$ cat config.mk
export PLATFORM = sky130hd
export DESIGN_NAME = vec_mag_pipe_flat
export DESIGN_NICKNAME = d
export VERILOG_FILES = /design/src/rtl/vec_mag_pipe_if.sv /design/src/rtl/vec_mag_pipe.sv /design/src/flat_wrapper.sv
export SDC_FILE = /design/constraint.sdc
export NUM_CORES = 1
export LEC_CHECK = 0
export CAP_MARGIN = 20
export CELL_PAD_IN_SITES_DETAIL_PLACEMENT = 1
export CELL_PAD_IN_SITES_GLOBAL_PLACEMENT = 1
export CORE_MARGIN = 8
export CORE_UTILIZATION = 39
export CTS_CLUSTER_DIAMETER = 120
export DETAILED_ROUTE_END_ITERATION = 10
export GPL_TIMING_DRIVEN = 0
export HOLD_SLACK_MARGIN = 0.1
export PLACE_DENSITY_LB_ADDON = 0.2
export SETUP_SLACK_MARGIN = 0.4
export SLEW_MARGIN = 20
export SYNTH_ARGS = -nofsm -noshare
export SYNTH_HDL_FRONTEND = slang
export SYNTH_SLANG_ARGS = --single-unit
$ cat constraint.sdc
create_clock -name aclk -period 10.9 [get_ports aclk]
set_input_delay 1.635 -clock aclk [delete_from_list [all_inputs] [get_ports aclk]]
set_output_delay 1.635 -clock aclk [all_outputs]
set_load 0.02 [all_outputs]
$ cat src/rtl/vec_mag_pipe_if.sv
// AXI-Stream style bundle for vec_mag_pipe: coordinate input stream and magnitude output stream.
// slave modport is the pipeline side, master modport is the producer/consumer side.
interface vec_mag_pipe_if #(
  parameter int unsigned COORD_WIDTH = 8,
  parameter int unsigned OUT_WIDTH   = 9
);
  logic [4*COORD_WIDTH-1:0] s_axis_tdata;
  logic                     s_axis_tvalid;
  logic                     s_axis_tlast;
  logic                     s_axis_tready;
  logic [OUT_WIDTH-1:0]     m_axis_tdata;
  logic                     m_axis_tvalid;
  logic                     m_axis_tlast;
  logic                     m_axis_tuser;
  logic                     m_axis_tready;

  modport slave (
    input  s_axis_tdata, s_axis_tvalid, s_axis_tlast,
    output s_axis_tready,
    output m_axis_tdata, m_axis_tvalid, m_axis_tlast, m_axis_tuser,
    input  m_axis_tready
  );

  modport master (
    output s_axis_tdata, s_axis_tvalid, s_axis_tlast,
    input  s_axis_tready,
    input  m_axis_tdata, m_axis_tvalid, m_axis_tlast, m_axis_tuser,
    output m_axis_tready
  );
endinterface

$ cat src/rtl/vec_mag_pipe.sv
// Five-stage back-pressured vector magnitude: alpha*max(|dx|,|dy|) + beta*min(|dx|,|dy|), rounded.
// Optional MAG_MAX_CLAMP_EN: output is never below the dominant component.
module vec_mag_pipe #(
  parameter int unsigned COORD_WIDTH = 8,
  parameter int unsigned COEFF_WIDTH = 6,
  parameter int unsigned FRAC_BITS   = 5,
  parameter int unsigned OUT_WIDTH   = 9,
  parameter int unsigned ALPHA_INIT  = 32,
  parameter int unsigned BETA_INIT   = 5
) (
  input  logic                   aclk,
  input  logic                   areset,
  input  logic                   cfg_we,
  input  logic [COEFF_WIDTH-1:0] cfg_alpha,
  input  logic [COEFF_WIDTH-1:0] cfg_beta,
  vec_mag_pipe_if.slave          bus
);
  localparam int unsigned CW = COORD_WIDTH;
  localparam int unsigned DW = COORD_WIDTH + 1;
  localparam int unsigned AW = COORD_WIDTH + COEFF_WIDTH + 2;
  localparam logic [AW-1:0] Half = AW'(1) << (FRAC_BITS - 1);

  logic [COEFF_WIDTH-1:0] alpha_q, beta_q;
  logic [4:0] vld_q, lst_q;
  logic rdy_0, rdy_1, rdy_2, rdy_3, rdy_4;

  logic signed [CW-1:0] x1_q, y1_q, x2_q, y2_q;
  logic signed [DW-1:0] dx_q, dy_q, dx_d, dy_d;
  logic [DW-1:0] adx_q, ady_q, adx_d, ady_d;
  logic [DW-1:0] mx_q, mn_q, mx_d, mn_d;
  logic [COEFF_WIDTH-1:0] a0_q, b0_q, a1_q, b1_q, a2_q, b2_q, a3_q, b3_q;
  logic [OUT_WIDTH-1:0] mag_q, mag_d;
  logic sat_q, sat_d;
  logic [AW-1:0] acc, r;

  // Combinational ready chain lets bubbles collapse at full throughput.
  assign rdy_4 = !vld_q[4] || bus.m_axis_tready;
  assign rdy_3 = !vld_q[3] || rdy_4;
  assign rdy_2 = !vld_q[2] || rdy_3;
  assign rdy_1 = !vld_q[1] || rdy_2;
  assign rdy_0 = !vld_q[0] || rdy_1;

  assign bus.s_axis_tready = rdy_0;
  assign bus.m_axis_tdata  = mag_q;
  assign bus.m_axis_tvalid = vld_q[4];
  assign bus.m_axis_tlast  = lst_q[4];
  assign bus.m_axis_tuser  = sat_q;

  always_comb begin
    dx_d  = {x2_q[CW-1], x2_q} - {x1_q[CW-1], x1_q};
    dy_d  = {y2_q[CW-1], y2_q} - {y1_q[CW-1], y1_q};
    adx_d = dx_q[DW-1] ? $unsigned(-dx_q) : $unsigned(dx_q);
    ady_d = dy_q[DW-1] ? $unsigned(-dy_q) : $unsigned(dy_q);
    mx_d  = (adx_q >= ady_q) ? adx_q : ady_q;
    mn_d  = (adx_q >= ady_q) ? ady_q : adx_q;
    acc   = AW'(a3_q) * AW'(mx_q) + AW'(b3_q) * AW'(mn_q) + Half;
    r     = acc >> FRAC_BITS;
`ifdef MAG_MAX_CLAMP_EN
    if (r < AW'(mx_q)) r = AW'(mx_q);
`endif
    sat_d = (r >> OUT_WIDTH) != '0;
    mag_d = sat_d ? '1 : r[OUT_WIDTH-1:0];
  end

  always_ff @(posedge aclk) begin
    if (areset) begin
      alpha_q <= COEFF_WIDTH'(ALPHA_INIT);
      beta_q  <= COEFF_WIDTH'(BETA_INIT);
    end else if (cfg_we) begin
      alpha_q <= cfg_alpha;
      beta_q  <= cfg_beta;
    end
  end

  always_ff @(posedge aclk) begin
    if (areset) begin
      vld_q <= '0;
      lst_q <= '0;
    end else begin
      if (rdy_0) begin
        vld_q[0] <= bus.s_axis_tvalid;
        lst_q[0] <= bus.s_axis_tlast;
      end
      if (rdy_1) begin
        vld_q[1] <= vld_q[0];
        lst_q[1] <= lst_q[0];
      end
      if (rdy_2) begin
        vld_q[2] <= vld_q[1];
        lst_q[2] <= lst_q[1];
      end
      if (rdy_3) begin
        vld_q[3] <= vld_q[2];
        lst_q[3] <= lst_q[2];
      end
      if (rdy_4) begin
        vld_q[4] <= vld_q[3];
        lst_q[4] <= lst_q[3];
      end
    end
  end

  // Coefficients are snapshotted at S0 and travel with the beat.
  always_ff @(posedge aclk) begin
    if (areset) begin
      {x1_q, y1_q, x2_q, y2_q} <= '0;
      {dx_q, dy_q, adx_q, ady_q, mx_q, mn_q} <= '0;
      {a0_q, b0_q, a1_q, b1_q, a2_q, b2_q, a3_q, b3_q} <= '0;
      mag_q <= '0;
      sat_q <= 1'b0;
    end else begin
      if (rdy_0) begin
        {x1_q, y1_q, x2_q, y2_q} <= bus.s_axis_tdata;
        a0_q <= alpha_q;
        b0_q <= beta_q;
      end
      if (rdy_1) begin
        dx_q <= dx_d;
        dy_q <= dy_d;
        a1_q <= a0_q;
        b1_q <= b0_q;
      end
      if (rdy_2) begin
        adx_q <= adx_d;
        ady_q <= ady_d;
        a2_q  <= a1_q;
        b2_q  <= b1_q;
      end
      if (rdy_3) begin
        mx_q <= mx_d;
        mn_q <= mn_d;
        a3_q <= a2_q;
        b3_q <= b2_q;
      end
      if (rdy_4) begin
        mag_q <= mag_d;
        sat_q <= sat_d;
      end
    end
  end
endmodule
$ cat src/flat_wrapper.sv
// flat-port wrapper written by rule: the top's interface ports become plain ports
module vec_mag_pipe_flat 
#(
  parameter int unsigned COORD_WIDTH = 8,
  parameter int unsigned COEFF_WIDTH = 6,
  parameter int unsigned FRAC_BITS   = 5,
  parameter int unsigned OUT_WIDTH   = 9,
  parameter int unsigned ALPHA_INIT  = 32,
  parameter int unsigned BETA_INIT   = 5
)
  (aclk, areset, cfg_we, cfg_alpha, cfg_beta, bus_s_axis_tdata, bus_s_axis_tvalid, bus_s_axis_tlast, bus_s_axis_tready, bus_m_axis_tdata, bus_m_axis_tvalid, bus_m_axis_tlast, bus_m_axis_tuser, bus_m_axis_tready);
  vec_mag_pipe_if #(.COORD_WIDTH(COORD_WIDTH), .OUT_WIDTH(OUT_WIDTH)) bus_i ();
  input  logic aclk;
  input  logic areset;
  input  logic cfg_we;
  input  logic [COEFF_WIDTH-1:0] cfg_alpha;
  input  logic [COEFF_WIDTH-1:0] cfg_beta;
  input wire logic [$bits(bus_i.s_axis_tdata)-1:0] bus_s_axis_tdata;
  input wire logic [$bits(bus_i.s_axis_tvalid)-1:0] bus_s_axis_tvalid;
  input wire logic [$bits(bus_i.s_axis_tlast)-1:0] bus_s_axis_tlast;
  output wire logic [$bits(bus_i.s_axis_tready)-1:0] bus_s_axis_tready;
  output wire logic [$bits(bus_i.m_axis_tdata)-1:0] bus_m_axis_tdata;
  output wire logic [$bits(bus_i.m_axis_tvalid)-1:0] bus_m_axis_tvalid;
  output wire logic [$bits(bus_i.m_axis_tlast)-1:0] bus_m_axis_tlast;
  output wire logic [$bits(bus_i.m_axis_tuser)-1:0] bus_m_axis_tuser;
  input wire logic [$bits(bus_i.m_axis_tready)-1:0] bus_m_axis_tready;
  assign bus_i.s_axis_tdata = bus_s_axis_tdata;
  assign bus_i.s_axis_tvalid = bus_s_axis_tvalid;
  assign bus_i.s_axis_tlast = bus_s_axis_tlast;
  assign bus_s_axis_tready = bus_i.s_axis_tready;
  assign bus_m_axis_tdata = bus_i.m_axis_tdata;
  assign bus_m_axis_tvalid = bus_i.m_axis_tvalid;
  assign bus_m_axis_tlast = bus_i.m_axis_tlast;
  assign bus_m_axis_tuser = bus_i.m_axis_tuser;
  assign bus_i.m_axis_tready = bus_m_axis_tready;
  vec_mag_pipe #(.COORD_WIDTH(COORD_WIDTH), .COEFF_WIDTH(COEFF_WIDTH), .FRAC_BITS(FRAC_BITS), .OUT_WIDTH(OUT_WIDTH), .ALPHA_INIT(ALPHA_INIT), .BETA_INIT(BETA_INIT)) u_core (.aclk(aclk), .areset(areset), .cfg_we(cfg_we), .cfg_alpha(cfg_alpha), .cfg_beta(cfg_beta), .bus(bus_i));
endmodule
==> metrics.md <==
| Metric | Value |
|---|---|
| Status | `complete, no violations` |
| Fmax | `165.3 MHz` |
| Initial DRC count | `305` |
| Clk_lat worst skew | `0.43 ns` |
| Die X | `180.6 µm` |
| Max-slew violation count | `0` |
| Yosys warns | `0` |
| Tcrit/Tclk final | `55.50%` |
| Area of the multi-input gates | `0.006401 mm²` |
| Reg2reg path depth | `18` |
| Clk buf depth | `2` |
| Final Wtd Congestion | `0.7872` |
| Cell mode on critical path | `fa_1` |
| Dominant cells by area after synthesis | `dfxtp_1 (31%), fa_1 (15%), nand2_1 (9.4%), ha_1 (8.8%), a21oi_1 (5.4%)` |
| Crit path required time | `11.18 ns` |
| Ant diodes | `0` |
| Area delta synth->final | `15.44%` |
| Residual DRC | `0` |
| PortBufs | `60` |
| FILL cells | `3213` |
| WS Path Type | `flip-flop to flip-flop` |
| Clock sinks | `166` |
| Syn nets | `1469` |
| CP startpoint kind | `flip-flop` |
| Hold Path Class | `flip-flop to flip-flop` |
| R2r startpoint | `u_core.b3_q[2]` |
| Cell area power density | `125.2 mW/mm²` |
| Maximum vdd drop | `0.08318 mV` |
| Clk root buf | `clkbuf_16` |
| Fraction of registers with async set/reset | `0%` |
| Seq. cell area | `0.003323 mm²` |
| Net count reported at finish | `1548` |
| Grt ovf | `0` |
| Yosys reg bits | `166` |
| Final ANT Viol Nets | `0` |
| Netlist cell types | `53` |
| Row cnt | `60` |
| DR pass1 iterations | `4` |
| WL/cell | `16.30 µm` |
| Reg2reg setup slack | `4.85 ns` |
| Worst-path cell chain | `clkbuf_1 -> nand2_1 -> fa_1 -> fa_1 -> inv_1 -> fa_1 -> fa_1 -> inv_1 -> fa_1 -> inv_1 -> ha_1 -> a21oi_1 -> o21ai_0 -> nor3_1 -> a21oi_2 -> mux2i_1 -> nor4_4 -> a211oi_1` |
| Vias per cell | `5.004` |
| Total GRT Usage | `17.76%` |
| Clk slew on worst S/H paths | `0.07 ns` |
| CTS Buf Count | `17` |
| H-tree depth | `4` |
| Hold buffer count at CTS | `0` |
| Worst Setup EP | `u_core.bus.m_axis_tdata[4]` |
| Die area | `0.03262 mm²` |
| First-pass GRT wire length | `47.69 mm` |
| Post-DP HPWL | `22.17 mm` |
| Sequential fraction of the synthesis area | `31.44%` |
| TNS Setup | `0 ns` |
| Ys flop type | `dfxtp_1` |
| Post-Syn Area | `0.01057 mm²` |
| # Post-CTS Setup Buffers | `0` |
| Post-route minimum period | `6.050 ns` |
| Rel. slew slack | `48.34%` |
| RSZ-0062 raised after global routing | `false` |
| Total power | `1528 µW` |
| Via count | `8487` |
| Io pins | `63` |
| CTS tree | `yes` |
| Mean Syn Cell Area | `8.361 µm²` |
| Worst Max-Slew Pin Slew | `0.7750 ns` |
| Final wirelength | `27.64 mm` |
| Leakage | `0.005320 µW` |
| CP endpoint kind | `flip-flop` |
| Number of global-route vias before repair | `9309` |
| Yosys top cell by area | `dfxtp_1` |
| Yosys top cell area share | `31.44%` |
| RR Endpoint | `u_core.bus.m_axis_tdata[4]` |
| Initial core utilization | `39.44%` |
| Share of cells above drive strength 1 | `4.133%` |
| CP max stage cell | `fa_1` |
| Core area | `0.02680 mm²` |
| Final setup fails | `0` |
| Die Y | `180.6 µm` |
| Hold slack final | `0.4510 ns` |
| Fin Clk Skew | `0.01306 ns` |
| Final hold viol count | `0` |
| CP arrival | `6.33 ns` |
| Critical Path Source | `u_core.b3_q[2]` |
| # resized after CTS | `0` |
| Initial antenna violation count | `0` |
| Max-cap violations | `0` |
| Crit-path max FO | `10` |
| Crit-path max cell delay | `0.56 ns` |
| EDFF count, synth | `0` |
| Largest net degree at the start of global routing | `17` |
| Syn Inst Count | `1264` |
==> flip-flops by register name (all words and copies together), names as in the netlist, 5 cells and up <==
| name | count |
|---|---|
| u_core.adx_q | 9 |
| u_core.ady_q | 9 |
| u_core.bus.m_axis_tdata | 9 |
| u_core.dx_q | 9 |
| u_core.dy_q | 9 |
| u_core.mn_q | 9 |
| u_core.mx_q | 9 |
| u_core.x1_q | 8 |
| u_core.x2_q | 8 |
| u_core.y1_q | 8 |
| u_core.y2_q | 8 |
| u_core.a0_q | 6 |
| u_core.a1_q | 6 |
| u_core.a2_q | 6 |
| u_core.a3_q | 6 |
| u_core.alpha_q | 6 |
| u_core.b0_q | 6 |
| u_core.b1_q | 6 |
| u_core.b2_q | 6 |
| u_core.b3_q | 6 |
| u_core.beta_q | 6 |
| u_core.lst_q | 5 |
| u_core.vld_q | 5 |
==> metrics by stage <==
step	util (%)	cells	area (µm²)	worst slack, ns
5_1_grt	45.52	1696	12200	4.385
3_5_place_dp	43.27	1665	11600	4.769
4_1_cts	45.52	1696	12200	4.752
2_1_floorplan	-	1264	10570	5.679
3_3_place_gp	43.27	1665	11600	4.953
6_report	45.52	1696	12200	4.850
==> layer usage <==
layer	vias to the layer above	part of all wire (%)	global-route usage, %
met2	93	49	31.37
met5	-	0	0
li1	4231	-	-
met4	0	1.7	4.563
met3	28	2.9	2.742
met1	4135	46	22.19
==> where the power goes <==
group          internal, µW  switching (µW)
Clock                   351             277
Combinational           100             108
Sequential              646            45.8
Total                  1100             431
==> synthesized netlist by cell type, types with 11 or more instances <==
master,n
fa_1,81
o21ai_0,17
xnor2_1,11
clkbuf_1,53
ha_1,74
buf_2,11
xor2_1,13
a21oi_1,114
nor2_1,78
nand2_1,265
and2_1,46
inv_1,146
a211oi_1,46
dfxtp_1,166
mux2i_1,30
==> worst min-delay path by stage <==
stage | start | endpoint | slack (ns) | cells past startpoint
floorplan | u_core.alpha_q[5] | u_core.a0_q[5] | 0.43 | 2
global placement | u_core.lst_q[0] | u_core.lst_q[0] | 0.44 | 2
detailed placement | u_core.y2_q[0] | u_core.y2_q[0] | 0.45 | 2
CTS | u_core.lst_q[0] | u_core.lst_q[0] | 0.45 | 2
global route | u_core.y1_q[6] | u_core.y1_q[6] | 0.47 | 2
finish | u_core.lst_q[4] | u_core.lst_q[4] | 0.45 | 2
==> logic make-up after synthesis <==
| logic type | after synthesis | share of synthesized area [%] |
|---|---|---|
| adder cells (fa/ha/maj) | 155 | 24.10 |
| AO/OA/AOI/OAI | 216 | 12.48 |
| multiplexers | 30 | 2.841 |
| XOR/XNOR | 24 | 1.989 |
| buffers and inverters | 218 | 7.991 |
| AND/OR/NAND/NOR | 455 | 19.15 |
| flip-flops | 166 | 31.44 |
==> area by class of cell <==
| cell class | instances | area share, % |
|---|---|---|
| Buffer | 71 | 2.400 |
| Clock buffer | 18 | 3.600 |
| Clock inverter | 13 | 1.354 |
| Inverter | 147 | 4.523 |
| Multi-Input combinational cell | 880 | 52.47 |
| Sequential cell | 166 | 27.24 |
| Tap cell | 341 | 3.497 |
| Timing Repair Buffer | 60 | 4.923 |
==> critical path: cells and delay by family, from the launching register on <==
kind / cells / cell delay (ns)
flip-flops: 1 / 0.32
AND/OR/NAND/NOR: 3 / 1.17
buffers and inverters: 4 / 0.61
adder cells (fa/ha/maj): 6 / 2.94
multiplexers: 1 / 0.19
AO/OA/AOI/OAI: 4 / 0.66
==> placed cells by master, fill, tap and decap left out, types with 30 or more instances in the layout <==
cell             instances
nand2_1                265
dfxtp_1                166
inv_1                  146
a21oi_1                114
fa_1                    81
nor2_1                  78
ha_1                    74
clkdlybuf4s50_1         60
clkbuf_1                53
and2_1                  46
a211oi_1                46
mux2i_1                 30
(Power assumes the default switching activity.)
